### src/rtl/block_to_word.sv
// block_to_word: captures one cache block and returns it as words, critical word first (single or wrapping burst)
// Latency: first word valid the cycle after block accept, then one word per cycle; one idle bubble between transfers
// Backpressure: word outputs held stable while word_ready=0; block_ready is low for the whole transfer
module block_to_word #(
  parameter int ADDRESSIZE    = 32,
  parameter int WORDSIZE      = 32,
  parameter int OFFSETBITS    = 2,
  parameter int BLOCKSIZE     = 16,
  parameter int BLOCKSIZE_log = 4
) (
  input  logic                          clk,
  input  logic                          rst_n,
  input  logic [BLOCKSIZE*WORDSIZE-1:0] block_in,
  input  logic [ADDRESSIZE-1:0]         address,
  input  logic                          burst,
  input  logic                          block_valid,
  output logic                          block_ready,
  output logic [WORDSIZE-1:0]           word_out,
  output logic [BLOCKSIZE_log-1:0]      word_offset,
  output logic                          word_valid,
  input  logic                          word_ready,
  output logic                          word_last,
  output logic                          busy
);

  localparam logic [BLOCKSIZE_log-1:0] LAST_IDX = BLOCKSIZE_log'(BLOCKSIZE - 1);

  typedef enum logic {IDLE = 1'b0, SEND = 1'b1} state_t;

  state_t                              state;
  state_t                              state_nxt;
  logic [BLOCKSIZE-1:0][WORDSIZE-1:0]  buffer;
  logic [BLOCKSIZE_log-1:0]            ptr;
  logic [BLOCKSIZE_log-1:0]            cnt;
  logic [BLOCKSIZE_log-1:0]            start_off;
  logic                                burst_q;
  logic                                last_w;
  logic                                accept;
  logic                                advance;
  logic                                unused_address;

  // Word index of the requested address; only the index bits matter, the rest are deliberately ignored
  assign start_off      = address[BLOCKSIZE_log+OFFSETBITS-1:OFFSETBITS];
  assign unused_address = ^address;

  // Final word: single mode ends after one word, burst after BLOCKSIZE words
  assign last_w  = !burst_q || (cnt == LAST_IDX);
  assign accept  = (state == IDLE) && block_valid;
  assign advance = (state == SEND) && word_ready && !last_w;

  // State register
  always_ff @(posedge clk) begin
    if (!rst_n) state <= IDLE;
    else        state <= state_nxt;
  end

  // Next-state: accept in IDLE, return to IDLE on the final word handshake
  always_comb begin
    state_nxt = state;
    if (state == IDLE) begin
      if (block_valid) state_nxt = SEND;
    end else begin
      if (word_ready && last_w) state_nxt = IDLE;
    end
  end

  // Datapath: capture block on accept, step the wrapping word pointer on each non-final handshake
  always_ff @(posedge clk) begin
    if (!rst_n) begin
      buffer  <= '0;
      ptr     <= '0;
      cnt     <= '0;
      burst_q <= 1'b0;
    end else if (accept) begin
      buffer  <= block_in;
      burst_q <= burst;
      ptr     <= start_off;
      cnt     <= '0;
    end else if (advance) begin
      ptr     <= (ptr == LAST_IDX) ? '0 : ptr + BLOCKSIZE_log'(1);
      cnt     <= cnt + BLOCKSIZE_log'(1);
    end
  end

  // Outputs from registered state only; word fields forced to zero when not valid
  always_comb begin
    block_ready = 1'b1;
    word_valid  = 1'b0;
    word_out    = '0;
    word_offset = '0;
    word_last   = 1'b0;
    busy        = 1'b0;
    if (state == SEND) begin
      block_ready = 1'b0;
      word_valid  = 1'b1;
      word_out    = buffer[ptr];
      word_offset = ptr;
      word_last   = last_w;
      busy        = 1'b1;
    end
  end

endmodule

### config.mk
export PLATFORM = sky130hd
export DESIGN_NAME = block_to_word
export DESIGN_NICKNAME = d
export VERILOG_FILES = /design/src/rtl/block_to_word.sv
export SDC_FILE = /design/constraint.sdc
export NUM_CORES = 1
export LEC_CHECK = 0
export ABC_CLOCK_PERIOD_IN_PS = 1550
export CAP_MARGIN = 20
export CORE_AREA = 2 2 243 245
export CTS_CLUSTER_DIAMETER = 60
export DETAILED_ROUTE_END_ITERATION = 10
export DIE_AREA = 0 0 245 247
export PLACE_DENSITY = 0.71
export SLEW_MARGIN = 10
export SYNTH_ARGS = -nofsm -noshare
export SYNTH_HDL_FRONTEND = slang
export SYNTH_SLANG_ARGS = --single-unit
### constraint.sdc
create_clock -name clk -period 1.55 [get_ports clk]
set_input_delay 0.155 -clock clk [delete_from_list [all_inputs] [get_ports clk]]
set_output_delay 0.155 -clock clk [all_outputs]
set_load 0.1 [all_outputs]
==> out/metrics.yaml <==
outcome: "finished with violations"
violations: "setup timing"
htree_levels: 2
core_area_um2: 58200
p_leak_uw: 0.0169
met3_usage: 0.0495
place_congestion: 0.912
worst_slew_pin_slew_ns: 0.468
gr-usage-met2: 0.528
grt_start_max_net_pins: 126
power_frac_clock: 0.336
final_cells: 4421
avgViaCountPerCell: 5.58
end_kind: "primary output"
min_path_type: "in -> reg"
grt_use_total: 0.315
startpoint: "ptr[0]"
avgSynthCellArea_um2: 8.39
drv_cap: 0
switching_share: 0.306
max_freq_mhz: 384
die_x_um: 245
met1_usage: 0.388
cts-root-buf: "clkbuf_16"
period_minus_slack_ns: 2.60
p_seq_frac: 0.373
grt_pass1_wl_um: 143000
intPower_uw: 27500
vdd_ir_drop_max_v: 0.000936
cts.path.max_buffers: 3
ys_seq_elements: 522
dieHeight_um: 247
busiest_layer: "met2"
dr.pass1.iters: 7
rsz0062_at_grt: "true"
finalCritPeriodShare: 1.68
setup_violations: 493
drc: 0
rr_startpoint: "state"
synth_top_cell_area_share: 0.443
critPathMaxFanout: 8
dp_hpwl_um: 72400
setup_slack_ns: -1.05
yosysTopAreaCell: "dfxtp_1"
syn_inst: 2809
numCtsBuffers: 56
initial_core_util: 0.405
pin_count: 589
dp_cells: 4144
final_cell_mix: "nand2_1 (647), clkdlybuf4s50_1 (519), dfxtp_1 (515)"
fillCellCount: 3743
required_ns: 1.39
drt_iter0_drc: 2167
clock_latency_ns: 0.63
syn-cell-area_um2: 23600
rows: 89
wire_per_inst_um: 25.2
areaGrowthSynthToFinish_pct: 79.5
min_from: "block_in[419]"
seq_area_frac_synth: 0.443
cts_tree: "yes"
syn-num-nets: 3360
p_switching_uw: 12100
power_frac_comb: 0.291
slew_headroom: 0.688
port_buffers: 560
critical_path.startpoint_type: "flop"
ant_nets: 0
finalHoldViolCount: 0
drive_gt1_frac: 0.390
power_density_nw_per_um2: 936
nets: 4144
path_class: "reg -> out"
die-area_um2: 60500
clk_pin_slew_worst_paths_ns: 0.06
yosys_warnings: 0
synth_cell_type_count: 31
routed_wl_um: 111000
crit_arrival_ns: 2.45
layout_commonest_cell: "nand2_1"
grt_pass1_vias: 23500
grt-ovfl-total: 0
skew_ns: 0.0211
antenna_found_initial: 13
slew_violations: 0
clock-sinks: 522
yosys-top-cells-area: "dfxtp_1 (44%), nand2_1 (17%), a21boi_0 (16%)"
vias: 24700
fin_util: 0.727
==> power by group through the flow <==
stage	Sequential [µW]	Combinational (µW)	Clock, µW
2_1_floorplan	14800	3900	0
3_3_place_gp	15000	7640	0
3_5_place_dp	15000	7720	0
4_1_cts	14700	9190	13300
5_1_grt	14800	11900	13900
6_report	14800	11500	13300
==> final timing paths <==
check,end,slack [ns],depth (start not counted)
min,buffer[419],0.08,3
min reg2reg,buffer[249],0.45,2
max reg2reg,buffer[117],-0.26,10
max,word_out[17],-1.05,9
==> timing repair <==
item                                    4_1_cts  5_1_grt
endpoints found under the setup margin      293      544
hold buffers                                  1        0
buffers inserted                             69       49
gates cloned                                 35       51
pin swaps                                    98      695
endpoints found under the hold margin        24        0
resized for setup                           480     1481
==> worst max-delay path, cell delays in order (launching register included) <==
cell and delay [ns]:
dfxtp_4 0.40, buf_12 0.17, buf_12 0.14, buf_12 0.14
buf_6 0.11, mux2i_1 0.12, a22oi_1 0.21, nand3_2 0.20
o21ai_4 0.14, buf_12 0.20
==> stage by stage <==
step | area [µm²] | setup WS, ns | power (µW) | hold slack (ns) | setup TNS (ns)
after global routing | 42300 | -1.11 | 40600 | 0.0801 | -91.34
after CTS | 37000 | -1.07 | 37200 | 0.0644 | -79.55
after global placement | 32300 | -0.645 | 22600 | 0.450 | -68.34
final | 42300 | -1.05 | 39600 | 0.0810 | -75.57
after detailed placement | 32300 | -0.640 | 22700 | 0.455 | -78.54
after floorplan | 24200 | -0.445 | 18700 | 0.253 | -9.47
==> cells in the mapped netlist <==
master and count:
xor2_1 4, inv_1 2, and3_1 2, clkinv_1 1
mux4_2 12, buf_2 125, mux2i_1 232, nor2b_1 3
dfxtp_1 522, nand4_1 1, a31oi_1 2, a221oi_1 12
nand2_1 1064, buf_1 2, nand2_4 1, nand2b_1 2
buf_6 8, clkbuf_1 82, a22oi_1 104, o21ai_0 41
a311o_1 1, or4_1 1, nand3_1 33, ha_1 2
a21oi_1 5, a311oi_1 1, and2_1 3, nor2_1 7
o21ai_1 1, buf_4 20, a21boi_0 513
==> kinds of logic (layout without fill, tap and decap cells) <==
| logic type | count (synthesis) | count (layout) | share of synthesized area |
|---|---|---|---|
| AOI/OAI and AO/OA | 680 | 680 | 0.212 |
| adders and majority gates | 2 | 2 | 0.00106 |
| xor gates and xnor gates | 4 | 4 | 0.00149 |
| buffers and inverters | 240 | 1069 | 0.0506 |
| other | 0 | 10 | 0 |
| and+or+nand+nor | 1117 | 1117 | 0.181 |
| DFF | 522 | 522 | 0.443 |
| muxes | 244 | 244 | 0.110 |
==> layout make-up <==
type                       instances  area, µm²  area share
inverter                           3       23.8    0.000562
timing repair buffer             963      12100       0.286
multi-input combinational       2047      16900       0.400
sequential                       522      10500       0.247
antenna                           10       25.0    0.000591
tap                              773        967      0.0229
clock buffer                      83       1650      0.0391
clock inverter                    20        158     0.00373
==> flip-flops by register name, summed over array words and instances, names as in the netlist <==
name,flops
ptr,4
state,1
cnt,4
burst_q,1
buffer,512
==> per-layer routing <==
| layer | part of all wire | vias up | wire [µm] |
|---|---|---|---|
| li1 | - | 11100 | - |
| met1 | 0.38 | 12100 | 42000 |
| met2 | 0.48 | 1187 | 53600 |
| met3 | 0.077 | 308 | 8550 |
| met4 | 0.063 | 10 | 7000 |
| met5 | 0.00059 | - | 66 |
Power figures use the tool's default switching activity.
